### src/rtl/dmi_tl_pkg.sv
// Shared constants and types for the DMI-to-TileLink sequencer: TL opcodes, DMI ops, response codes, FSM states.
// Pure declarations; no logic, no latency, no backpressure of its own.
package dmi_tl_pkg;

    localparam logic [2:0] TL_GET       = 3'd4;
    localparam logic [2:0] TL_PUTFULL   = 3'd0;
    localparam logic [1:0] TL_SIZE_WORD = 2'd2;
    localparam logic [3:0] TL_MASK_WORD = 4'hF;

    typedef enum logic [1:0] {
        DMI_NOP   = 2'd0,
        DMI_READ  = 2'd1,
        DMI_WRITE = 2'd2,
        DMI_RSVD  = 2'd3
    } dmi_op_e;

    typedef enum logic [1:0] {
        RESP_OK     = 2'd0,
        RESP_FAILED = 2'd2,
        RESP_BUSY   = 2'd3
    } dmi_resp_e;

    typedef enum logic [1:0] {
        ST_IDLE,
        ST_SEND,
        ST_WAIT,
        ST_RESP
    } seq_state_e;

endpackage

### src/rtl/dmi_tl_timeout.sv
// Saturating wait counter with synchronous clear; expired_o fires in the MAX-th enabled cycle after a clear.
// Single-cycle update; expiry is gated by en_i, so the caller decides what counts as a waiting cycle.
module dmi_tl_timeout #(
    parameter int unsigned MAX = 255
) (
    input  logic clock,
    input  logic reset,
    input  logic clr_i,
    input  logic en_i,
    output logic expired_o
);

    localparam int unsigned CW = (MAX < 2) ? 1 : $clog2(MAX + 1);

    logic [CW-1:0] cnt_q;
    logic [CW-1:0] cnt_d;

    always_comb begin
        cnt_d = cnt_q;
        if (clr_i) begin
            cnt_d = '0;
        end else if (en_i && (cnt_q != CW'(MAX))) begin
            cnt_d = cnt_q + CW'(1);
        end
    end

    always_ff @(posedge clock or posedge reset) begin
        if (reset) begin
            cnt_q <= '0;
        end else begin
            cnt_q <= cnt_d;
        end
    end

    // cnt_q counts completed empty cycles, so the current cycle is number cnt_q+1.
    assign expired_o = en_i && (cnt_q >= CW'(MAX - 1));

endmodule

### src/rtl/dmi_tl_sequencer.sv
// Turns DMI read/write requests into single TL-UL Get/PutFull beats; read latency 3 cycles from acceptance.
// One A transaction in flight; D waits are bounded by TIMEOUT, and a late D beat is drained before new requests.
module dmi_tl_sequencer
    import dmi_tl_pkg::*;
#(
    parameter int          ADDR_W  = 7,
    parameter int unsigned TIMEOUT = 255
) (
    input  logic              clock,
    input  logic              reset,
    input  logic              req_valid,
    output logic              req_ready,
    input  logic [1:0]        req_op,
    input  logic [ADDR_W-1:0] req_addr,
    input  logic [31:0]       req_data,
    output logic              resp_valid,
    input  logic              resp_ready,
    output logic [31:0]       resp_data,
    output logic [1:0]        resp_code,
    output logic              a_valid,
    input  logic              a_ready,
    output logic [2:0]        a_opcode,
    output logic [1:0]        a_size,
    output logic [3:0]        a_mask,
    output logic [ADDR_W+1:0] a_address,
    output logic [31:0]       a_data,
    input  logic              d_valid,
    output logic              d_ready,
    input  logic [31:0]       d_data,
    input  logic              d_denied,
    input  logic              d_corrupt
);

    seq_state_e        state_q;
    dmi_op_e           op_q;
    logic [ADDR_W-1:0] addr_q;
    logic [31:0]       data_q;
    logic [31:0]       resp_data_q;
    dmi_resp_e         resp_code_q;
    logic              stale_q;
    logic              send_st;
    logic              d_err;
    logic              tmo_expired;

    assign send_st = (state_q == ST_SEND);
    assign d_err   = d_denied | d_corrupt;

    dmi_tl_timeout #(.MAX(TIMEOUT)) u_timeout (
        .clock     (clock),
        .reset     (reset),
        .clr_i     (send_st && a_ready),
        .en_i      ((state_q == ST_WAIT) && !d_valid),
        .expired_o (tmo_expired)
    );

    always_ff @(posedge clock or posedge reset) begin
        if (reset) begin
            state_q     <= ST_IDLE;
            op_q        <= DMI_NOP;
            addr_q      <= '0;
            data_q      <= '0;
            resp_data_q <= '0;
            resp_code_q <= RESP_OK;
            stale_q     <= 1'b0;
        end else begin
            // The abandoned request's D beat may turn up in any state.
            if (stale_q && d_valid) begin
                stale_q <= 1'b0;
            end
            case (state_q)
                ST_IDLE: begin
                    if (req_valid && req_ready) begin
                        op_q   <= dmi_op_e'(req_op);
                        addr_q <= req_addr;
                        data_q <= req_data;
                        case (dmi_op_e'(req_op))
                            DMI_READ, DMI_WRITE: state_q <= ST_SEND;
                            DMI_NOP: begin
                                state_q     <= ST_RESP;
                                resp_code_q <= RESP_OK;
                                resp_data_q <= '0;
                            end
                            default: begin
                                state_q     <= ST_RESP;
                                resp_code_q <= RESP_FAILED;
                                resp_data_q <= '0;
                            end
                        endcase
                    end
                end
                ST_SEND: begin
                    if (a_ready) begin
                        state_q <= ST_WAIT;
                    end
                end
                ST_WAIT: begin
                    if (d_valid) begin
                        state_q     <= ST_RESP;
                        resp_code_q <= d_err ? RESP_FAILED : RESP_OK;
                        resp_data_q <= (op_q == DMI_READ && !d_err) ? d_data : 32'd0;
                    end else if (tmo_expired) begin
                        state_q     <= ST_RESP;
                        resp_code_q <= RESP_BUSY;
                        resp_data_q <= '0;
                        stale_q     <= 1'b1;
                    end
                end
                ST_RESP: begin
                    if (resp_ready) begin
                        state_q     <= ST_IDLE;
                        resp_code_q <= RESP_OK;
                        resp_data_q <= '0;
                    end
                end
                default: state_q <= ST_IDLE;
            endcase
        end
    end

    assign req_ready  = (state_q == ST_IDLE) && !stale_q;
    assign resp_valid = (state_q == ST_RESP);
    assign resp_data  = resp_data_q;
    assign resp_code  = resp_code_q;
    assign d_ready    = (state_q == ST_WAIT) || stale_q;

    // A fields are decoded from captured registers, so they cannot move during an A stall.
    assign a_valid   = send_st;
    assign a_opcode  = !send_st ? 3'd0 : ((op_q == DMI_READ) ? TL_GET : TL_PUTFULL);
    assign a_size    = send_st ? TL_SIZE_WORD : 2'd0;
    assign a_mask    = send_st ? TL_MASK_WORD : 4'h0;
    assign a_address = send_st ? {addr_q, 2'b00} : '0;
    assign a_data    = (send_st && op_q == DMI_WRITE) ? data_q : 32'd0;

endmodule

### config.mk
export PLATFORM = sky130hd
export DESIGN_NAME = dmi_tl_sequencer
export DESIGN_NICKNAME = d
export VERILOG_FILES = /design/src/rtl/dmi_tl_pkg.sv /design/src/rtl/dmi_tl_timeout.sv /design/src/rtl/dmi_tl_sequencer.sv
export SDC_FILE = /design/constraint.sdc
export NUM_CORES = 1
export LEC_CHECK = 0
export CAP_MARGIN = 40
export CORE_UTILIZATION = 45
export CTS_BUF_LIST = sky130_fd_sc_hd__clkbuf_8
export CTS_CLUSTER_DIAMETER = 30
export DETAILED_ROUTE_END_ITERATION = 10
export GPL_TIMING_DRIVEN = 0
export PLACE_DENSITY = 0.83
export SLEW_MARGIN = 15
export SYNTH_ARGS = -nofsm -noshare
export SYNTH_HDL_FRONTEND = slang
export SYNTH_SLANG_ARGS = --single-unit
### constraint.sdc
create_clock -name clock -period 3.4 [get_ports clock]
set_clock_uncertainty 0.1 [all_clocks]
set_input_delay 0.34 -clock clock [delete_from_list [all_inputs] [get_ports clock]]
set_output_delay 0.34 -clock clock [all_outputs]
set_load 0.1 [all_outputs]
# After elaboration in Yosys (flattened, before gate mapping)
# Cells that the tools add are included.
# W data, S select, Z words.
[word_totals] ff_bits=86 input_bits=81 out_inout_bits=88 elab_cells=76
[classes] n_addsub=1 n_lt_le_gt_ge=1 eq_ne=13 muxes=31 bitwise=1 n_reduce_logical=21
[op_table] op="$mux W32" n=7
[op_table] op="$pmux W32 S3" n=1
[op_table] op="$mux W2" n=10
[op_table] op="$mux W8" n=2
[op_table] op="$logic_and A1 B1 Y1" n=9
[op_table] op="$mux W9" n=1
[op_table] op="$add A8 B1 Y8 const B" n=1
[op_table] op="$eq A2 B2 Y1 const B" n=4
[op_table] op="$ge A8 B8 Y1 const B" n=1
[op_table] op="$ne A8 B8 Y1 const B" n=1
[op_table] op="$pmux W2 S4" n=1
[op_table] op="$eq A2 B1 Y1 const B" n=3
[op_table] op="$mux W3" n=2
[op_table] op="$ne A2 B2 Y1 const B" n=3
[op_table] op="$pmux W2 S3" n=1
[op_table] op="$reduce_and A5 Y1" n=1
[op_table] op="$logic_not A2 Y1" n=2
[op_table] op="$mux W1" n=4
[op_table] op="$mux W4" n=1
[op_table] op="$pmux W2 S2" n=1
[op_table] op="$reduce_and A4 Y1" n=1
[op_table] op="$logic_not A1 Y1" n=3
[op_table] op="$ne A3 B3 Y1 const B" n=1
[op_table] op="$reduce_bool A3 Y1" n=1
[op_table] op="6 further kinds" n=6

# Longest topological paths before layout
[logic_depth] word_depth=6 ltp_mapped=8 depth_no_buf=6

# Modules after synthesis
# From an unflattened synthesis, not the netlist that was laid out.
[hier_totals] cells_unflattened=372 hier_area_um2=4182.8
[modules_own_cells] module="dmi_tl_sequencer" instances=1 cells_each=322 area_per_inst_um2=3713.6 seq_area_each_um2=1951.9
[modules_own_cells] module="dmi_tl_timeout" instances=1 cells_each=50 area_per_inst_um2=469.2 seq_area_each_um2=200.2

# Worst setup path before layout
# No wires, ideal clock.
[synth_timing] path_kind="register -> register" from="register state_q[0]" to="register addr_q[0]" setup_time_ps=125 arrival_ps=3029 t_required_ps=3175 slack_ps=147 stages_incl_launch_ff=7 n_path_buf=1 synth_period_minus_slack_ps=3253 cell_sequence="dfrtp_1 -> inv_1 -> ha_1 -> nor2b_1 -> nand2_1 -> buf_2 -> mux2_2"
[synth_between] elab_chain_cells=4
[synth_rtl] item="start: declaration" line="dmi_tl_sequencer.sv:34" source="seq_state_e state_q;"
[synth_rtl] item="start signal: assignment" line="dmi_tl_sequencer.sv:58" source="state_q <= ST_IDLE;"
[synth_rtl] item="start signal: assignment" line="dmi_tl_sequencer.sv:77" source="DMI_READ, DMI_WRITE: state_q <= ST_SEND;"
[synth_rtl] item="start signal: assignment" line="dmi_tl_sequencer.sv:79" source="state_q <= ST_RESP;"
[synth_rtl] item="$logic_not A2 Y1" line="dmi_tl_sequencer.sv:120" source="assign req_ready = (state_q == ST_IDLE) && !stale_q;"
[synth_rtl] item="$logic_and A1 B1 Y1" line="dmi_tl_sequencer.sv:120"
[synth_rtl] item="via req_ready" line="dmi_tl_sequencer.sv:12" source="output logic req_ready,"
[synth_rtl] item="$logic_and A1 B1 Y1" line="dmi_tl_sequencer.sv:72" source="if (req_valid && req_ready) begin"
[synth_rtl] item="$reduce_and A2 Y1 (no source line)"
[synth_rtl] item="end signal: assignment" line="dmi_tl_sequencer.sv:74" source="addr_q <= req_addr;"
[synth_rtl] item="end: declaration" line="dmi_tl_sequencer.sv:36" source="logic [ADDR_W-1:0] addr_q;"
# The timed path passes the listed nets, and every way through them passes these cells.
# A chain may end at the register's enable or synchronous reset.

# Worst setup path in the final report
[layout_timing] from="register state_q[1]" to="output port a_data[24]"
[layout_between] elab_chain_cells=3
[layout_rtl] item="$eq A2 B1 Y1" line="dmi_tl_sequencer.sv:45" source="assign send_st = (state_q == ST_SEND);"
[layout_rtl] item="$logic_and A1 B1 Y1" line="dmi_tl_sequencer.sv:132" source="assign a_data = (send_st && op_q == DMI_WRITE) ? data_q : 32'd0;"
[layout_rtl] item="$mux W32" line="dmi_tl_sequencer.sv:132"
[layout_rtl] item="end: declaration" line="dmi_tl_sequencer.sv:26" source="output logic [31:0] a_data,"
# No other way between the ends.

==> impl_metrics.yaml <==
sta:
  slew_violations: 0
  fmaxAchievable_ghz: 0.305
  finalSetupTns_ns: 0
  fin_crit_ns: 3.28
  hold_ws_ns: 0.272
  rsz0062_at_grt: "false"
  worst_pin_slew_ns: 0.588
  max_slew_margin_pct: 60.5
  hold_violations: 0
  period_share_pct: 96.4
  setup_viol: 0
placed_design:
  portBuffers: 163
  gp_congestion: 0.826
  hpwl_um: 10100
  place_area_sq_mm: 0.00740
die:
  die_w_um: 98.0
  die_h_um: 98.0
  dieArea_sq_mm: 0.00961
  initial_core_util_pct: 47.1
  pin_count: 169
  coreArea_sq_mm: 0.00881
  std_cell_rows: 34
detailed_routing:
  drt_iter0_markers: 136
  avgRoutedWirePerCell_um: 19.0
  detail-route-antenna-nets: 0
  firstDrtPassIters: 8
  num_vias: 3727
  wirelength_um: 14100
  drcViolationCount: 17
  vias_per_cell: 5.02
grt:
  grt-busiest-layer: "met2"
  grt.met2_usage_pct: 58.2
  grt_overflow: 0
  use_met3_pct: 6.66
  grt_pass1_vias: 4236
  grt_first_pass_wirelength_um: 22600
  use_met1_pct: 33.2
  track_usage_pct: 31.1
  antenna_found_initial: 0
  grt_max_degree: 56
pwr:
  seqPwrFrac_pct: 25.3
  total_power_mw: 6.07
  pwr-share-comb_pct: 60.4
  p_leak_nw: 3.42
  p_int_mw: 3.38
  switching_share_pct: 44.4
  ir_drop_uv: 636
  switchingPower_mw: 2.70
  p_per_area_mw_per_mm2: 795
  clockPowerShare_pct: 14.3
hold_path:
  hold_path_class: "in2async"
clock_tree:
  cts_setup_buffers: 0
  cts_max_path_buffers: 2
  cts_tree: "built"
  clk_pin_slew_ns: 0.08
  clock_latency_ns: 0.36
  cts_max_level: 3
  cts_root_buffer: "clkbuf_8"
  cts_sinks: 86
  hold_buffers: 0
  cts_buffers: 9
logic_synthesis:
  ys_seq_area_share_pct: 51.9
  netlist_top_cells_count: "86 x dfrtp_1, 40 x and2_1, 40 x inv_1"
  synth_seq_cells: 86
  yosys_warnings: 0
  synth_top_area_cell: "dfrtp_1"
  async_flop_share_pct: 100
  syn_inst: 369
  yosysUniqueCellTypes: 39
  synth.avg_cell_area_sq_um: 11.2
  netlist.area_leader.share_pct: 51.9
  synth_edf_count: 0
  ys_top_cells_by_area: "dfrtp_1 52%, mux2_2 11%, mux2i_1 8.4%, and2_1 6.0%, inv_1 3.6%"
  ys_dominant_reg_cell: "dfrtp_1"
  synthesis.area_sq_mm: 0.00415
  synth_most_common_cell: "dfrtp_1"
critical_path:
  end_kind: "output port"
  reg2reg_to: "resp_data[14]$_DFFE_PP0P_"
  cp.arrival_ns: 2.84
  rrSetupSlack_ns: 0.99
  reg2reg_depth: 8
  crit_slowest_cell: "clkdlybuf4s50_1"
  rr_startpoint: "state_q[0]$_DFFE_PP0P_"
  crit_type: "reg2out"
  crit_chain: "inv_1 > ha_2 > and3b_1 > clkbuf_2 > and2_1 > clkdlybuf4s50_1 > buf_8"
  path_max_fanout: 10
  slowest_delay_ns: 0.55
  crit_required_ns: 2.96
  startpoint_type: "flop"
cells_and_area:
  layout-drive-gt1-share_pct: 25.7
  fin_area_sq_mm: 0.00764
  areaGrowthSynthToFinish_pct: 84.0
  fin_util_pct: 86.7
  finalNetCount: 720
  diodes: 0
outcome:
  violations: "design-rule violations"
  status: "complete, but fails checks"
job:
  cap_violations: 0
cell type report:
cell class | instances | area [sq um]
Fill cell | 377 | 1170
Buffer | 26 | 165
Clock buffer | 10 | 138
Timing Repair Buffer | 247 | 3090
Sequential cell | 86 | 2150
Tap cell | 108 | 135
Multi-Input combinational cell | 221 | 1700
Clock inverter | 5 | 98.8
Inverter | 40 | 153
sequential cells by signal (all words and copies together), names as in the netlist:
signal / flops
resp_code: 2
state_q: 2
data_q: 32
resp_data: 32
op_q: 2
u_timeout.cnt_q: 8
stale_q: 1
addr_q: 7
worst max path at each step:
stage	start	to	slack, ns	cells past startpoint
floorplan	state_q[0]$_DFFE_PP0P_	addr_q[0]$_DFFE_PP0P_	0.15	6
detailed placement	state_q[1]$_DFFE_PP0P_	a_data[28]	0.40	7
CTS	state_q[1]$_DFFE_PP0P_	a_data[24]	0.03	7
finish	state_q[1]$_DFFE_PP0P_	a_data[24]	0.12	7
global placement	reset	resp_data[23]$_DFFE_PP0P_	-0.63	2
global route	state_q[1]$_DFFE_PP0P_	a_data[5]	0.04	7
cell usage in the layout, fill, tap and decap left out, types with 5 or more instances in the layout:
cell type / n
clkdlybuf4s50_1: 163
dfrtp_1: 86
buf_8: 68
inv_1: 40
and2_1: 40
mux2_2: 39
nand2_1: 37
mux2i_1: 35
buf_16: 16
nor2_1: 10
buf_4: 10
clkbuf_8: 10
clkbuf_1: 7
ha_1: 7
buf_2: 5
a21oi_1: 5
conb_1: 5
power by group through the flow:
| stage | combinational, mW | clock, mW | sequential, mW |
|---|---|---|---|
| 6_report | 3.67 | 0.867 | 1.54 |
| 5_1_grt | 3.80 | 0.919 | 1.57 |
| 4_1_cts | 3.68 | 0.877 | 1.53 |
| 3_5_place_dp | 3.61 | 0 | 1.53 |
| 3_3_place_gp | 2.86 | 0 | 1.48 |
| 2_1_floorplan | 2.12 | 0 | 1.65 |
cell families (layout without fill, tap and decap cells):
kind of cell | count (synthesis) | in the layout | synth area share [%]
AND/OR/NAND/NOR | 112 | 112 | 14.8
flip-flops | 86 | 86 | 51.9
multiplexers | 76 | 76 | 19.6
buffers and inverters | 66 | 328 | 7.57
AO/OA/AOI/OAI | 14 | 14 | 2.44
adder cells (fa/ha/maj) | 8 | 8 | 2.41
XOR/XNOR | 6 | 6 | 1.27
other | 1 | 5 | 0.0904
routing by layer:
layer,wire [um],part of all wire [%]
met5,0,0
met4,499,3.5
met3,828,5.9
met2,7650,54
met1,5120,36
repair_timing:
item	4_1_cts	5_1_grt
gates resized for setup	1	2
setup endpoints to repair	9	10
endpoints found under the hold margin	0	0
through the flow:
step	setup WS, ns	std cells
final	0.124	743
after detailed placement	0.404	728
after floorplan	0.147	373
after CTS	0.0253	743
after global routing	0.0360	743
after global placement	-0.625	644
critical path, delay by kind of cell (launching register included):
family	cells	cell delay [ns]
buf+inv	4	1.18
fa+ha+maj	1	0.34
simple gates	2	0.54
flops	1	0.41
Note: power is estimated with default switching activity, not from simulation.
==> edit, RTL diff (same settings) <==
Set the parameter `ADDR_W` to 8 (it was 7).
--- a/src/rtl/dmi_tl_sequencer.sv
+++ b/src/rtl/dmi_tl_sequencer.sv
@@ -4,5 +4,5 @@
     import dmi_tl_pkg::*;
 #(
-    parameter int          ADDR_W  = 7,
+    parameter int          ADDR_W  = 8,
     parameter int unsigned TIMEOUT = 255
 ) (
Interface: changed (resized a_address and req_addr); port bits go from 169 to 171. No check against the original RTL was run, so the function may have changed too.
==> edit against the unedited design <==
  * Hold slack got worse by 5.1 ps
  * Sequential cell count rose by 1
  * Area after synthesis rose by 1.0%
  * Setup slack improved by 36 ps
  * Synthesized cell count rose by 0.81%
  * Die area rose by 1.0%
  * Combinational power barely moved
  * Cell area rose by 0.54%
  * The run still ends with design-rule violations left
  * Routed wire length fell by 15%
  * Final cell count rose by 0.67%
  * Highest routed layer unchanged
  * Clock power fell by 14%
  * Power fell by 2.1%
==> edit: results (changes against the unedited design) <==
<table>
<tr><th>Metric</th><th>Value</th></tr>
<tr><th colspan="2">Cells and area</th></tr>
<tr><td>Fraction of area in registers</td><td>0.284 (was 0.282)</td></tr>
<tr><td>Non-clock buffer area fraction after layout</td><td>0.429 (was 0.427)</td></tr>
<tr><td>Area used by multi-input combinational logic</td><td>0.00172 mm2 (was 0.00170 mm2)</td></tr>
<tr><td>Layout cell share with drive strength beyond 1</td><td>0.258 (was 0.257)</td></tr>
<tr><th colspan="2">Global route</th></tr>
<tr><td>Wire length of the first global-routing pass</td><td>19600 um (was 22600 um)</td></tr>
<tr><td>Pin count of the biggest net entering global routing</td><td>51 (was 56)</td></tr>
<tr><td>Met2 demand-to-capacity share in global routing</td><td>0.505 (was 0.582)</td></tr>
<tr><td>Routing usage on met3</td><td>0.0496 (was 0.0666)</td></tr>
<tr><th colspan="2">Yosys</th></tr>
<tr><td>Xor/xnor cell area share of the yosys netlist</td><td>0.0125 (was 0.0127)</td></tr>
<tr><td>Top cells by instance count after synthesis</td><td>dfrtp_1, and2_1, inv_1, mux2_2, nand2_1 (was dfrtp_1, and2_1, inv_1)</td></tr>
<tr><td>Mux cell area share after synthesis</td><td>0.196 (about the same)</td></tr>
<tr><td>Area fraction in compound gates after synthesis</td><td>0.0242 (was 0.0244)</td></tr>
<tr><th colspan="2">Detailed routing</th></tr>
<tr><td>Drt first pass iters</td><td>7 (was 8)</td></tr>
<tr><td>DRC violation total after the first TritonRoute iteration</td><td>92 (was 136)</td></tr>
<tr><td>Routed wire length on met2</td><td>6530 um (was 7650 um)</td></tr>
<tr><td>DR DRC count</td><td>14 (was 17)</td></tr>
<tr><td>Vias</td><td>3601 (was 3727)</td></tr>
<tr><th colspan="2">Power</th></tr>
<tr><td>Worst IR drop on VDD</td><td>0.524 mV (was 0.636 mV)</td></tr>
<tr><th colspan="2">STA</th></tr>
<tr><td>Max_slew headroom</td><td>0.660 (was 0.605)</td></tr>
<tr><th colspan="2">Worst setup path</th></tr>
<tr><td>Crit-path max cell delay</td><td>530 ps (was 550 ps)</td></tr>
<tr><th colspan="2">Placed design</th></tr>
<tr><td>Cell count after placement</td><td>734 (was 728)</td></tr>
<tr><td>Minimum setup slack after placement</td><td>412 ps (was 404 ps)</td></tr>
<tr><td>Input/output buffers</td><td>165 (was 163)</td></tr>
<tr><th colspan="2">Status</th></tr>
<tr><td>Result of the run</td><td>complete, but fails checks (unchanged)</td></tr>
<tr><td>Violated checks</td><td>design-rule violations (unchanged)</td></tr>
<tr><th colspan="2">Clock network</th></tr>
<tr><td>Clock latency of the later-clocked register in the worst-skew pair</td><td>340 ps (was 360 ps)</td></tr>
</table>
[edit: changes by cell type after synthesis, sizes merged]
cell    unedited run  this run
buf               18        19
mux2              41        42
dfrtp             86        87
and2              40        41
clkbuf             8         7
[edit: worst paths after layout]
check                        startpoint       endpoint  slack [ps]  cells after the start
max                          state_q[1]     a_data[29]         160                      7
min                               reset  resp_data[13]         270                      2
max reg2reg                  state_q[0]   resp_data[5]        1060                      8
min reg2reg                resp_code[1]   resp_code[1]         400                      1
max in group asynchronous         reset  resp_data[22]        2320                      3
min in group clock         resp_code[1]   resp_code[1]         400                      1
[edit: metrics by stage]
| step | TNS (ps) | utilization | area, um2 |
|---|---|---|---|
| 6_report | 0 | 0.863 | 7680 |
| 2_1_floorplan | 0 | - | 4210 |
| 5_1_grt | 0 | 0.863 | 7680 |
| 4_1_cts | 0 | 0.863 | 7670 |
| 3_3_place_gp | -57520 | 0.674 | 5990 |
| 3_5_place_dp | 0 | 0.841 | 7470 |
